===== config.mk =====
export PLATFORM = sky130hd
export DESIGN_NAME = tmds_dc_balance
export DESIGN_NICKNAME = d
export VERILOG_FILES = /design/src/rtl/tmds_dc_balance.sv
export SDC_FILE = /design/constraint.sdc
export NUM_CORES = 1
export LEC_CHECK = 0
export CAP_MARGIN = 0
export CORE_ASPECT_RATIO = 0.6
export CORE_MARGIN = 2
export CORE_UTILIZATION = 30
export CTS_BUF_LIST = sky130_fd_sc_hd__clkbuf_8
export CTS_CLUSTER_DIAMETER = 40
export DETAILED_ROUTE_END_ITERATION = 12
export SLEW_MARGIN = 20
export SYNTH_ARGS = -nofsm -noshare
export SYNTH_HDL_FRONTEND = slang
export SYNTH_SLANG_ARGS = --single-unit

===== constraint.sdc =====
create_clock -name i_clk -period 21.4 [get_ports i_clk]
set_input_delay 6.42 -clock i_clk [delete_from_list [all_inputs] [get_ports i_clk]]
set_output_delay 6.42 -clock i_clk [all_outputs]
set_load 0.02 [all_outputs]

===== src/rtl/tmds_dc_balance.sv =====
// TMDS stage 2: DC-balancing of the transition-minimized word plus control-symbol insertion.
// One symbol in, one registered symbol out per cycle; running disparity exported for debug.
module tmds_dc_balance #(
    parameter int CNT_W = 5
) (
    input  logic                    i_clk,
    input  logic                    i_rst,
    input  logic [8:0]              i_qm,
    input  logic                    i_ve,
    input  logic [1:0]              i_ctrl,
    output logic [9:0]              o_tmds,
    output logic signed [CNT_W-1:0] o_disp
);

    localparam logic [9:0] CTRL_00 = 10'b1101010100;
    localparam logic [9:0] CTRL_01 = 10'b0010101011;
    localparam logic [9:0] CTRL_10 = 10'b0101010100;
    localparam logic [9:0] CTRL_11 = 10'b1010101011;

    localparam logic signed [CNT_W-1:0] ZERO  = '0;
    localparam logic signed [CNT_W-1:0] TWO   = CNT_W'(2);
    localparam logic signed [CNT_W-1:0] EIGHT = CNT_W'(8);

    logic [9:0]              r_tmds;
    logic signed [CNT_W-1:0] r_cnt;

    logic [3:0]              w_n1;
    logic signed [CNT_W-1:0] w_n1s;
    logic signed [CNT_W-1:0] w_n0s;
    logic                    w_qm8;
    logic [9:0]              w_tmds_nxt;
    logic signed [CNT_W-1:0] w_cnt_nxt;

    always_comb begin
        w_n1 = '0;
        for (int i = 0; i < 8; i++) begin
            w_n1 = w_n1 + {3'b000, i_qm[i]};
        end
    end

    assign w_n1s = $signed({{(CNT_W-4){1'b0}}, w_n1});
    assign w_n0s = EIGHT - w_n1s;
    assign w_qm8 = i_qm[8];

    // Priority: control period, then A (balanced or zero disparity), then B, then C.
    always_comb begin
        w_tmds_nxt = CTRL_00;
        w_cnt_nxt  = ZERO;
        if (!i_ve) begin
            unique case (i_ctrl)
                2'b00: w_tmds_nxt = CTRL_00;
                2'b01: w_tmds_nxt = CTRL_01;
                2'b10: w_tmds_nxt = CTRL_10;
                2'b11: w_tmds_nxt = CTRL_11;
            endcase
        end else if (r_cnt == ZERO || w_n1s == w_n0s) begin
            w_tmds_nxt = {~w_qm8, w_qm8, w_qm8 ? i_qm[7:0] : ~i_qm[7:0]};
            w_cnt_nxt  = w_qm8 ? r_cnt + (w_n1s - w_n0s) : r_cnt + (w_n0s - w_n1s);
        end else if ((r_cnt > ZERO && w_n1s > w_n0s) || (r_cnt < ZERO && w_n0s > w_n1s)) begin
            w_tmds_nxt = {1'b1, w_qm8, ~i_qm[7:0]};
            w_cnt_nxt  = r_cnt + (w_qm8 ? TWO : ZERO) + (w_n0s - w_n1s);
        end else begin
            w_tmds_nxt = {1'b0, w_qm8, i_qm[7:0]};
            w_cnt_nxt  = r_cnt - (w_qm8 ? ZERO : TWO) + (w_n1s - w_n0s);
        end
    end

    always_ff @(posedge i_clk) begin
        if (i_rst) begin
            r_tmds <= CTRL_00;
            r_cnt  <= ZERO;
        end else begin
            r_tmds <= w_tmds_nxt;
            r_cnt  <= w_cnt_nxt;
        end
    end

    assign o_tmds = r_tmds;
    assign o_disp = r_cnt;

endmodule


Word level (Yosys, flattened, before mapping)
Index checks and enable logic that the tools add are counted.
W data, S select, Z words.
{"block": "totals", "inputBits": 14, "out_inout_bits": 15, "regBits": 15, "elab_cells": 46}
{"block": "classes", "muxes": 10, "reduce_logical": 7, "addsub": 16, "n_eq_ne": 4, "n_lt_le_gt_ge": 4, "bitwise": 3}
{"op": "$pmux W10 S4", "n": 1}
{"op": "$mux W10", "n": 3}
{"op": "$add A5 B5 Y5", "n": 4}
{"op": "$add A4 B1 Y4", "n": 4}
{"op": "$mux W5", "n": 3}
{"op": "$gt A5 B5 Y1", "n": 2}
{"op": "$sub A5 B5 Y5", "n": 2}
{"op": "$mux W8", "n": 1}
{"op": "$not A8 Y8", "n": 1}
{"op": "$add A5 B3 Y5", "n": 1}
{"op": "$eq A5 B5 Y1", "n": 1}
{"op": "$gt A5 B1 Y1 const B", "n": 1}
{"op": "$logic_not A5 Y1", "n": 1}
{"op": "$lt A5 B1 Y1 const B", "n": 1}
{"op": "$sub A4 B4 Y5 const A", "n": 1}
{"op": "$sub A5 B3 Y5", "n": 1}
{"op": "$add A3 B1 Y4", "n": 1}
{"op": "$eq A2 B2 Y1 const B", "n": 2}
{"op": "$mux W2", "n": 2}
{"op": "$add A2 B1 Y3", "n": 1}
{"op": "$add A1 B1 Y2", "n": 1}
{"op": "$eq A2 B1 Y1 const B", "n": 1}
{"op": "$logic_and A1 B1 Y1", "n": 2}
{"op": "$logic_not A2 Y1", "n": 1}
{"op": "other kinds (3)", "n": 5}

Logic depth before layout (Yosys ltp)
Gate-level depths: netlist (run 1).
{"block": "depth", "depth_word": 14, "mapped_depth": 21, "mapped_depth_nobuf": 20}

Worst setup path after synthesis (run 1)
No wires, ideal clock.
{"block": "synth_path", "path_type": "input to register", "from": "in i_qm[0]", "to": "reg r_cnt[4] (netlist: o_disp[4])", "setup_time_ns": 0.124, "path_slack_ns": 10.016, "arrival_ns": 11.260, "n_path_buf": 2, "required_ns": 21.276, "cell_stages": 20, "cell_sequence": "inv_1 > fa_1 > fa_1 > fa_1 > inv_1 > ha_1 > fa_1 > or2_2 > buf_2 > ha_1 > buf_2 > xnor2_1 > ha_1 > ha_1 > fa_1 > xnor2_1 > xnor2_1 > nor4b_1 > mux2i_1 > o311a_2"}
{"block": "synth_between", "elab_chain_cells": 13, "elab_cells_between_ends": 24, "cone_classes": "14 x add/sub; 2 x order compare; 1 x eq/ne; 3 x mux; 4 x reduce/logical"}
{"item": "from (decl)", "line": "8", "source": "input logic [8:0] i_qm,"}
{"item": "$add A1 B1 Y2 (*)", "line": "37", "source": "w_n1 = w_n1 + {3'b000, i_qm[i]};"}
{"item": "$add A2 B1 Y3 (*)", "line": "37"}
{"item": "$add A3 B1 Y4 (*)", "line": "37"}
{"item": "$add A4 B1 Y4 (*) (4 in series)", "line": "37"}
{"item": "parallel branches: the longest is 5 deep, another holds $sub A4 B4 Y5"}
{"item": "$mux W5 (*)", "line": "56", "source": "end else if (r_cnt == ZERO || w_n1s == w_n0s) begin"}
{"item": "to (signal assigned)", "line": "74", "source": "r_cnt <= w_cnt_nxt;"}
{"item": "to (decl)", "line": "25", "source": "logic signed [CNT_W-1:0] r_cnt;"}
Mark *: on every way between the ends.
A chain may end at the register's enable or synchronous reset.

Worst setup path in the final report (run 1)
Same ends and word-level chain as after synthesis.

==> reports/qor.log, run 1 <==
qor: status.outcome finished clean
qor: placed_design.placed_cells_incl_taps 267
qor: sta.hold_viol_final 0
qor: detailed_routing.vias_per_cell 4.92
qor: yosys.synth-seq-area-share 18.3%
qor: clock_tree.clock_tree.buffer_depth 2
qor: detailed_routing.via_count 1,334
qor: clock_tree.ctsResizeCount 0
qor: detailed_routing.drt_pre_antenna_iters 4
qor: final_layout.syn_to_final_growth 22.5%
qor: clock_tree.clock_tree.root_cell sky130_fd_sc_hd__clkbuf_8
qor: global_routing.overflow 0
qor: sta.slew-limit-headroom 54.5%
qor: yosys.postSynthRegisterBits 15
qor: global_routing.grt_antenna_before_repair 0
qor: worst_setup_path.critPathArrivalTime 12.10 ns
qor: worst_hold_path.hp-class flop to flop
qor: final_layout.post_route_cells_drive_above_1_share 11.2%
qor: power.power_density 148 mW/mm^2
qor: floorplan.floorplan.die_area 0.00609 sq mm
qor: sta.finalWorstPathRequiredPeriod 11.96 ns
qor: final_layout.nets 249
qor: sta.max_freq 83.6 MHz
qor: floorplan.floorplan.initialDensity 31.8%
qor: worst_setup_path.critPathMaxFanout 9
qor: detailed_routing.drt_iter0_markers 51
qor: global_routing.grtUsageTotal 12.6%
qor: floorplan.coreArea 0.00515 sq mm
qor: flow_run.maxCapViolCount 0
qor: worst_setup_path.crit_required 21.54 ns
qor: yosys.synth_async_sr_flop_share 0%
qor: global_routing.vias_in_the_first_global_route 1,159
qor: power.vdd_ir_drop_max 47.7 uV
qor: yosys.synth_cell_types 52
qor: yosys.mappedNetlistArea 0.00164 sq mm
qor: clock_tree.cts.reportedPaths.clkPinSlew 0.06 ns
qor: worst_setup_path.worst_path_max_stage_delay 0.55 ns
qor: yosys.synth-main-ff-cell sky130_fd_sc_hd__dfxtp_1
qor: power.static-leakage-power 0.000854 uW
qor: yosys.post_synthesis_net_count 224
qor: sta.setup_repair_after_global_routing_missed_its_margin no
qor: sta.maxSlewViolCount 0
qor: worst_setup_path.crit_type primary input to flop
qor: sta.setup_tns 0 ns
qor: worst_setup_path.critical_path.cell_chain clkdlybuf4s50_1 > inv_1 > fa_1 > fa_1 > fa_1 > inv_1 > ha_1 > fa_1 > xor2_2 > inv_4 > ha_1 > xnor2_1 > ha_1 > ha_1 > fa_1 > xnor2_1 > xnor2_1 > nor4b_1 > mux2i_1 > o311a_2
qor: placed_design.portBuffers 28
qor: final_layout.final_cell_count_no_fill 271
qor: global_routing.pin_count_of_the_biggest_net_entering_global_routing 20
qor: final_layout.most_common_cell_after_layout_fill_and_taps_aside sky130_fd_sc_hd__clkdlybuf4s50_1
qor: worst_setup_path.critical_path.most_common_cell sky130_fd_sc_hd__fa_1
qor: clock_tree.cts.repair_timing.setup_buffer_count 0
qor: sta.skew 0.00225 ns
qor: final_layout.antenna_cells_inserted 0
qor: detailed_routing.post-route-drc-count 0
qor: clock_tree.cts_made_buffers 3
qor: global_routing.wire_length_of_the_first_global_routing_pass 5910 um
qor: placed_design.post-dp-hpwl 3000 um
qor: floorplan.fp-row-count 20
qor: sta.hold-worst-slack 0.489 ns
qor: placed_design.place_congestion 0.829
qor: floorplan.io_pins 29
qor: final_layout.most-common-layout-cells 28 x sky130_fd_sc_hd__clkdlybuf4s50_1, 24 x sky130_fd_sc_hd__inv_1, 21 x sky130_fd_sc_hd__ha_1
qor: sta.min_period_over_period 55.9%
qor: floorplan.floorplan.die.width 99.4 um
qor: clock_tree.tritoncts yes
qor: detailed_routing.wirelength 3670 um
qor: worst_setup_path.worstSetupEndpointType flop
qor: sta.setup_viol 0
qor: detailed_routing.detail_route.wl_per_cell 13.5 um
qor: clock_tree.cts-htree-levels 1
qor: clock_tree.cts.hold.buffers_added 0
qor: yosys.post_synth_inst_count 181
qor: worst_setup_path.critPathLaunchType primary input
qor: final_layout.fillers 518
qor: sta.worst_pin_slew 0.675 ns
qor: yosys.number_of_flops_mapped_to_enable_cells_by_yosys 0
qor: yosys.syn_area_per_cell 9.05 sq um
qor: worst_setup_path.critical_path.slowest_cell sky130_fd_sc_hd__fa_1
qor: floorplan.die-height 61.2 um
qor: clock_tree.cts.sinks 15
qor: yosys.synth_warnings 0
qor: final_layout.multiInputGateArea 0.00120 sq mm
qor: detailed_routing.antenna_left 0
qor: final_layout.final-seq-area 300 sq um
qor: clock_tree.worst_skew_pair.late_latency 0.25 ns
worst max-delay path, delay by kind of cell:
kind | cells | cell delay, ns
AND/OR/NAND/NOR | 1 | 0.26
AO/OA/AOI/OAI | 1 | 0.13
adder cells (fa/ha/maj) | 9 | 3.40
multiplexers | 1 | 0.13
buffers and inverters | 4 | 0.76
XOR/XNOR | 4 | 1.02
where the power goes:
part           internal, uW  switching [uW]  total (uW)  leakage [uW]
combinational           105             129         233      0.000704
clock                  12.9            11.1        24.0     0.0000255
sequential             34.6            5.42        40.0      0.000124
cell families after synthesis:
logic type,share of synthesized area [%]
flip-flops,18.3
AO/OA/AOI/OAI,18.3
multiplexers,3.82
adder cells (fa/ha/maj),25.8
buffers and inverters,8.40
XOR/XNOR,7.41
AND/OR/NAND/NOR,18.0
final cells by class:
class / instances / share of cell area (%)
flip-flops and latches: 15 / 15.0
well taps: 66 / 4.12
multi-input cells: 133 / 59.8
clock buffers: 3 / 2.06
inverters: 25 / 4.80
repair buffers: 28 / 14.0
clock inverters: 1 / 0.250
synth_stat cells, types with 2 or more instances:
cell type | n | share of area (%)
sky130_fd_sc_hd__nand2_1 | 5 | 1.1
sky130_fd_sc_hd__o21ai_0 | 7 | 2.1
sky130_fd_sc_hd__nor3_1 | 6 | 1.8
sky130_fd_sc_hd__inv_1 | 24 | 5.5
sky130_fd_sc_hd__buf_2 | 3 | 0.92
sky130_fd_sc_hd__nor2_1 | 6 | 1.4
sky130_fd_sc_hd__or4_1 | 2 | 0.92
sky130_fd_sc_hd__a21o_1 | 3 | 1.4
sky130_fd_sc_hd__and4_1 | 2 | 1.1
sky130_fd_sc_hd__and4_2 | 2 | 1.2
sky130_fd_sc_hd__a221oi_1 | 4 | 2.1
sky130_fd_sc_hd__mux2i_1 | 4 | 2.4
sky130_fd_sc_hd__clkbuf_1 | 4 | 0.92
sky130_fd_sc_hd__ha_1 | 21 | 16
sky130_fd_sc_hd__dfxtp_1 | 15 | 18
sky130_fd_sc_hd__xnor2_1 | 9 | 4.8
sky130_fd_sc_hd__a21oi_1 | 9 | 2.7
sky130_fd_sc_hd__nor4b_1 | 5 | 2.7
sky130_fd_sc_hd__nor2b_1 | 2 | 0.76
sky130_fd_sc_hd__fa_1 | 8 | 9.8
sky130_fd_sc_hd__xor2_1 | 3 | 1.6
sky130_fd_sc_hd__nand3_1 | 4 | 1.2
sky130_fd_sc_hd__o21ai_2 | 4 | 2.1
metrics by stage:
step	total power [uW]	util, %	worst slack (ns)	cell area, sq um
after floorplan	221	-	10.02	1640
after global placement	273	38.0	9.23	1960
after detailed placement	271	38.0	9.22	1960
after CTS	297	38.9	9.47	2010
after global routing	324	38.9	9.19	2010
final	297	38.9	9.44	2010
sequential cells by signal (all words and copies together) (netlist names), named ones only:
| register | count |
|---|---|
| o_disp | 4 |
| o_tmds | 10 |
layer usage:
layer	vias to the layer above	GRT usage [%]	routed length (um)	share of wire, %
li1	684	-	-	-
met2	36	15.3	1270	35
met3	4	2.16	213	5.8
met1	610	21.0	2130	58
met4	0	4.70	47	1.3
met5	-	0	0	0
final timing paths:
path / cells after the start / to / from / slack, ns
worst max register to register: 8 / o_disp[4] / o_disp[1] / 18.94
worst max-delay path: 20 / o_disp[4] / i_qm[0] / 9.44
worst min register to register: 1 / flop / flop / 0.49
worst min-delay path: 1 / flop / flop / 0.49
No activity file was read; power rests on OpenSTA's default activity.
==> inputs of run 2 (changes only) <==
==> constraint.sdc (replaced) <==
create_clock -name i_clk -period 12 [get_ports i_clk]
set_input_delay 3.6 -clock i_clk [delete_from_list [all_inputs] [get_ports i_clk]]
set_output_delay 3.6 -clock i_clk [all_outputs]
set_load 0.02 [all_outputs]
==> reports/qor.log, run 2 (synthesis gave the netlist of run 1 again) <==
qor: floorplan.floorplan.die.width 99.4 um [unchanged]
qor: final_layout.final-seq-area 300 sq um [unchanged]
qor: clock_tree.cts.hold.buffers_added 0 [unchanged]
qor: sta.setup_tns 0 ns [unchanged]
qor: detailed_routing.via_count 1,326 [-0.60%]
qor: power.power 532 uW [+79%]
qor: placed_design.portBuffers 28 [unchanged]
qor: detailed_routing.wirelength 3770 um [+2.7%]
qor: detailed_routing.met2_wirelength 1360 um [+7.1%]
qor: clock_tree.cts.reportedPaths.clkPinSlew 0.07 ns [about the same]
qor: final_layout.antenna_cells_inserted 0 [unchanged]
qor: sta.finalWorstPathRequiredPeriod 9.15 ns
qor: final_layout.nets 249 [unchanged]
qor: sta.hold_viol_final 0 [unchanged]
qor: final_layout.multiInputGateArea 0.00120 sq mm [unchanged]
qor: sta.skew 0.00431 ns [+0.00206 ns]
qor: sta.hold-worst-slack 0.487 ns [-0.00153 ns]
qor: final_layout.postLayoutCellArea 0.00201 sq mm [unchanged]
qor: global_routing.pin_count_of_the_biggest_net_entering_global_routing 20 [unchanged]
qor: detailed_routing.top_signal_layer_used met4
qor: clock_tree.clock_tree.buffer_depth 2 [unchanged]
qor: global_routing.overflow 0 [unchanged]
qor: detailed_routing.detail_route.wl_per_cell 13.9 um [+2.7%]
qor: power.static-leakage-power 0.000854 uW [unchanged]
qor: worst_setup_path.critPathArrivalTime 9.29 ns [-2.81 ns]
qor: detailed_routing.antenna_left 0 [unchanged]
qor: final_layout.most_common_cell_after_layout_fill_and_taps_aside sky130_fd_sc_hd__clkdlybuf4s50_1
qor: sta.maxSlewViolCount 0 [unchanged]
qor: final_layout.syn_to_final_growth 22.5% [unchanged]
qor: final_layout.largest_reg_flops 10 [unchanged]
qor: final_layout.fillers 522 [+0.77%]
qor: detailed_routing.route.layer.met1.wl 2200 um [+3.2%]
qor: status.outcome finished clean
qor: global_routing.wire_length_of_the_first_global_routing_pass 6200 um [+4.9%]
qor: sta.max_freq 109 MHz
qor: floorplan.fp-row-count 20 [unchanged]
qor: worst_setup_path.critical_path.cell_chain clkdlybuf4s50_1 > inv_1 > fa_1 > fa_1 > fa_1 > inv_1 > ha_1 > fa_1 > or2_2 > ha_1 > xnor2_1 > ha_1 > ha_1 > fa_1 > xnor2_1 > xnor2_1 > nor4b_1 > mux2i_1 > o311a_2
qor: global_routing.grt_antenna_before_repair 0 [unchanged]
qor: power.power_density 265 mW/mm^2 [+79%]
qor: placed_design.post-dp-hpwl 3060 um [+2.2%]
qor: clock_tree.clock_tree.root_cell sky130_fd_sc_hd__clkbuf_8
qor: worst_setup_path.critPathLaunchType primary input
qor: final_layout.most-common-layout-cells 28 x sky130_fd_sc_hd__clkdlybuf4s50_1, 24 x sky130_fd_sc_hd__inv_1, 21 x sky130_fd_sc_hd__ha_1
qor: detailed_routing.vias_per_cell 4.89 [-0.60%]
qor: worst_setup_path.worstSetupEndpointType flop
qor: clock_tree.cts_made_buffers 3 [unchanged]
qor: floorplan.die-height 61.2 um [unchanged]
qor: power.vdd_ir_drop_max 86.9 uV [+82%]
qor: floorplan.coreArea 0.00515 sq mm [unchanged]
qor: clock_tree.cts.sinks 15 [unchanged]
qor: floorplan.io_pins 29 [unchanged]
qor: detailed_routing.post-route-drc-count 0 [unchanged]
qor: global_routing.vias_in_the_first_global_route 1,231 [+6.2%]
qor: clock_tree.cts-htree-levels 1 [unchanged]
qor: detailed_routing.drt_iter0_markers 81 [+59%]
qor: worst_setup_path.critical_path.slowest_cell sky130_fd_sc_hd__fa_1
qor: detailed_routing.detailroute.wirelength.met3 175 um [-18%]
qor: clock_tree.ctsResizeCount 0 [unchanged]
qor: clock_tree.worst_skew_pair.late_latency 0.25 ns [about the same]
qor: flow_run.maxCapViolCount 0 [unchanged]
qor: sta.setup_viol 0 [unchanged]
qor: sta.worst_pin_slew 0.671 ns [-0.00431 ns]
qor: worst_setup_path.crit_type primary input to flop
qor: floorplan.floorplan.die_area 0.00609 sq mm [unchanged]
qor: floorplan.floorplan.initialDensity 31.8% [unchanged]
qor: sta.min_period_over_period 76.2%
qor: detailed_routing.drt_pre_antenna_iters 4 [unchanged]
qor: placed_design.placement.cell_area 0.00196 sq mm [unchanged]
qor: clock_tree.cts.repair_timing.setup_buffer_count 0 [unchanged]
qor: worst_setup_path.crit_required 12.14 ns [-9.40 ns]
qor: sta.setup_repair_after_global_routing_missed_its_margin no
qor: placed_design.place_congestion 0.828 [-0.13%]
qor: worst_setup_path.critPathMaxFanout 9 [unchanged]
qor: worst_setup_path.critical_path.most_common_cell sky130_fd_sc_hd__fa_1
qor: worst_setup_path.worst_path_max_stage_delay 0.55 ns [about the same]
qor: worst_hold_path.hp-class flop to flop
qor: clock_tree.tritoncts yes
qor: global_routing.grtUsageTotal 13.1% [+0.43 points]
qor: sta.slew-limit-headroom 54.8% [+0.29 points]
qor: final_layout.post_route_cells_drive_above_1_share 11.2% [unchanged]
## run 2: cell counts in the layout (fill, tap and decap cells not counted)
Identical to the previous run, type by type.
## run 2: through the flow
stage / cells / setup slack [ns] / utilization (%)
2_1_floorplan: 181 / 3.44 / -
3_3_place_gp: 267 / 2.65 / 38.0
3_5_place_dp: 267 / 2.63 / 38.0
4_1_cts: 271 / 2.87 / 38.9
5_1_grt: 271 / 2.56 / 38.9
6_report: 271 / 2.85 / 38.9
## run 2: final cells by class
cell class,count,share of cell area (%)
Clock buffer,3,2.06
Clock inverter,1,0.250
Inverter,25,4.80
Multi-Input combinational cell,133,59.8
Sequential cell,15,15.0
Tap cell,66,4.12
Timing Repair Buffer,28,14.0
## run 2: worst paths after layout
check	to	slack [ns]	cells past startpoint	startpoint
hold / removal	flop	0.49	1	flop
setup / recovery	o_disp[4]	2.85	19	i_qm[0]
hold reg to reg	flop	0.49	1	flop
setup reg to reg	o_disp[4]	9.51	8	o_disp[1]
## run 2: power by group
part / leakage, uW / switching [uW] / internal (uW) / total (uW)
Clock: 0.0000255 / 19.9 / 23.0 / 43.0
Sequential: 0.000124 / 9.69 / 61.7 / 71.4
Combinational: 0.000704 / 231 / 186 / 417
## run 2: critical path, delay by kind of cell
| family | cells | cell delay, ns |
|---|---|---|
| xor+xnor | 3 | 0.64 |
| mux | 1 | 0.13 |
| simple gates | 2 | 0.64 |
| compound gates | 1 | 0.13 |
| buf+inv | 3 | 0.65 |
| fa+ha+maj | 9 | 3.48 |
## run 2: layer usage
layer	track usage [%]	vias up
li1	-	694
met1	21.8	604
met4	4.31	0
met5	0	-
met3	1.36	2
met2	16.7	26
==> inputs of run 3 (changes only) <==
==> constraint.sdc (replaced) <==
create_clock -name i_clk -period 8.3 [get_ports i_clk]
set_input_delay 2.49 -clock i_clk [delete_from_list [all_inputs] [get_ports i_clk]]
set_output_delay 2.49 -clock i_clk [all_outputs]
set_load 0.02 [all_outputs]
==> reports/qor.log, run 3 (synthesis gave the netlist of run 1 again) <==
qor: status.outcome finished clean
qor: detailed_routing.via_count 1,324 [-0.15%]
qor: clock_tree.clock_tree.buffer_depth 2 [unchanged]
qor: flow_run.maxCapViolCount 0 [unchanged]
qor: worst_setup_path.critical_path.cell_chain clkdlybuf4s50_1 > inv_1 > fa_1 > fa_1 > fa_1 > inv_1 > ha_1 > fa_1 > or2_2 > ha_1 > xnor2_1 > ha_1 > ha_1 > fa_1 > xnor2_1 > xnor2_1 > nor4b_1 > mux2i_1 > o311a_2
qor: floorplan.fp-row-count 20 [unchanged]
qor: placed_design.portBuffers 28 [unchanged]
qor: power.vdd_ir_drop_max 120 uV [+39%]
qor: global_routing.vias_in_the_first_global_route 1,224 [-0.57%]
qor: sta.skew 0.00500 ns [+0.000696 ns]
qor: clock_tree.cts.hold.buffers_added 0 [unchanged]
qor: worst_setup_path.critPathArrivalTime 8.14 ns [-1.15 ns]
qor: sta.slew-limit-headroom 54.5% [-0.32 points]
qor: final_layout.nets 250 [+0.40%]
qor: worst_setup_path.worstSetupEndpointType flop
qor: global_routing.grtUsageTotal 13.3% [+0.26 points]
qor: clock_tree.worst_skew_pair.late_latency 0.25 ns [about the same]
qor: floorplan.floorplan.initialDensity 31.8% [unchanged]
qor: sta.setup_viol 0 [unchanged]
qor: detailed_routing.vias_per_cell 4.87 [-0.52%]
qor: sta.maxSlewViolCount 0 [unchanged]
qor: final_layout.most-common-layout-cells 28 x sky130_fd_sc_hd__clkdlybuf4s50_1, 25 x sky130_fd_sc_hd__inv_1, 21 x sky130_fd_sc_hd__ha_1
qor: clock_tree.clock_tree.root_cell sky130_fd_sc_hd__clkbuf_8
qor: sta.hold-worst-slack 0.499 ns [+0.0117 ns]
qor: final_layout.multiInputGateArea 0.00120 sq mm [unchanged]
qor: detailed_routing.post-route-drc-count 0 [unchanged]
qor: power.static-leakage-power 0.000860 uW [+0.73%]
qor: final_layout.most_common_cell_after_layout_fill_and_taps_aside sky130_fd_sc_hd__clkdlybuf4s50_1
qor: global_routing.overflow 0 [unchanged]
qor: clock_tree.cts.reportedPaths.clkPinSlew 0.06 ns [about the same]
qor: clock_tree.cts_made_buffers 3 [unchanged]
qor: detailed_routing.drt_pre_antenna_iters 4 [unchanged]
qor: worst_hold_path.hold_depth 1 [unchanged]
qor: placed_design.post-dp-hpwl 3070 um [+0.39%]
qor: floorplan.floorplan.die_area 0.00609 sq mm [unchanged]
qor: final_layout.antenna_cells_inserted 0 [unchanged]
qor: sta.setup_repair_after_global_routing_missed_its_margin no
qor: worst_setup_path.crit_type primary input to flop
qor: worst_setup_path.critical_path.slowest_cell sky130_fd_sc_hd__fa_1
qor: placed_design.place_congestion 0.796 [-3.9%]
qor: detailed_routing.drt_iter0_markers 36 [-56%]
qor: final_layout.final-seq-area 300 sq um [unchanged]
qor: clock_tree.cts.repair_timing.setup_buffer_count 0 [unchanged]
qor: worst_setup_path.crit_required 8.43 ns [-3.71 ns]
qor: global_routing.pin_count_of_the_biggest_net_entering_global_routing 20 [unchanged]
qor: worst_setup_path.worst_path_max_stage_delay 0.55 ns [about the same]
qor: worst_setup_path.critPathMaxFanout 7 [-2]
qor: sta.max_freq 125 MHz
qor: final_layout.fin_util 39.0% [+0.12 points]
qor: floorplan.io_pins 29 [unchanged]
qor: detailed_routing.antenna_left 0 [unchanged]
qor: clock_tree.tritoncts yes
qor: worst_setup_path.critPathLaunchType primary input
qor: sta.min_period_over_period 96.5%
qor: sta.finalWorstPathRequiredPeriod 8.01 ns
qor: floorplan.die-height 61.2 um [unchanged]
qor: floorplan.coreArea 0.00515 sq mm [unchanged]
qor: worst_setup_path.timing.reg2reg.setup_slack 5.82 ns [-3.69 ns]
qor: final_layout.syn_to_final_growth 22.8%
qor: worst_setup_path.r2r_start o_disp[1]
qor: clock_tree.ctsResizeCount 0 [unchanged]
qor: final_layout.post_route_cells_drive_above_1_share 11.2% [-0.054 points]
qor: sta.hold_viol_final 0 [unchanged]
qor: clock_tree.cts.sinks 15 [unchanged]
qor: power.power 770 uW [+45%]
qor: worst_setup_path.r2r_cells 8 [unchanged]
qor: power.power_density 383 mW/mm^2 [+44%]
qor: sta.setup_tns 0 ns [unchanged]
qor: final_layout.final_cell_count_no_fill 272 [+0.37%]
qor: worst_setup_path.critical_path.most_common_cell sky130_fd_sc_hd__fa_1
qor: worst_setup_path.capturing_point_of_the_worst_reg2reg_path o_disp[4]
qor: placed_design.placed_cells_incl_taps 268 [+0.37%]
qor: final_layout.fillers 521 [-0.19%]
qor: global_routing.grt_antenna_before_repair 0 [unchanged]
qor: floorplan.floorplan.die.width 99.4 um [unchanged]
qor: sta.worst_pin_slew 0.675 ns [+0.00482 ns]
qor: global_routing.wire_length_of_the_first_global_routing_pass 6270 um [+1.1%]
qor: detailed_routing.wirelength 3680 um [-2.2%]
qor: final_layout.largest_reg_flops 10 [unchanged]
qor: clock_tree.cts-htree-levels 1 [unchanged]
qor: detailed_routing.detail_route.wl_per_cell 13.5 um [-2.5%]
qor: worst_hold_path.hp-class flop to flop
==> run 3: through the flow <==
step                setup slack [ns]  cell area [sq um]
finish                         0.294               2010
global route                  0.0426               2010
CTS                            0.304               2010
detailed placement            0.0453               1970
global placement              0.0526               1970
floorplan                      0.846               1640
==> run 3: how the worst max path moves through the flow <==
stage | startpoint | endpoint | slack [ns] | cells past startpoint
4_1_cts | i_qm[0] | o_disp[4] | 0.30 | 19
6_report | i_qm[0] | o_disp[4] | 0.29 | 19
2_1_floorplan | i_qm[0] | o_disp[4] | 0.85 | 20
3_5_place_dp | i_qm[0] | o_disp[4] | 0.05 | 19
5_1_grt | i_qm[0] | o_disp[4] | 0.04 | 19
3_3_place_gp | i_qm[0] | o_disp[4] | 0.05 | 19
==> run 3: final cells by class <==
cell class              count  share of cell area (%)
inverters                  25                    4.79
clock buffers               3                    2.05
well taps                  66                    4.10
flip-flops and latches     15                    14.9
repair buffers             29                    14.3
multi-input cells         133                    59.6
clock inverters             1                   0.187
==> run 3: power breakdown <==
| part | total (uW) | switching (uW) | internal [uW] | leakage (uW) |
|---|---|---|---|---|
| combinational | 607 | 334 | 274 | 0.000709 |
| clock | 59.6 | 26.8 | 32.8 | 0.0000269 |
| sequential | 103 | 13.5 | 89.2 | 0.000124 |
| total | 770 | 374 | 396 | 0.000860 |
==> run 3: routing by layer <==
layer | track usage [%] | vias to the layer above | wire, um
li1 | - | 689 | -
met2 | 16.6 | 35 | 1320
met4 | 4.70 | 0 | 55
met1 | 21.7 | 595 | 2070
met5 | 0 | - | 0
met3 | 2.61 | 5 | 237
==> run 3: critical path, delay by kind of cell <==
kind / cells / cell delay (ns)
adder cells (fa/ha/maj): 9 / 3.42
XOR/XNOR: 3 / 0.72
buffers and inverters: 3 / 0.64
AND/OR/NAND/NOR: 2 / 0.64
AO/OA/AOI/OAI: 1 / 0.13
multiplexers: 1 / 0.11
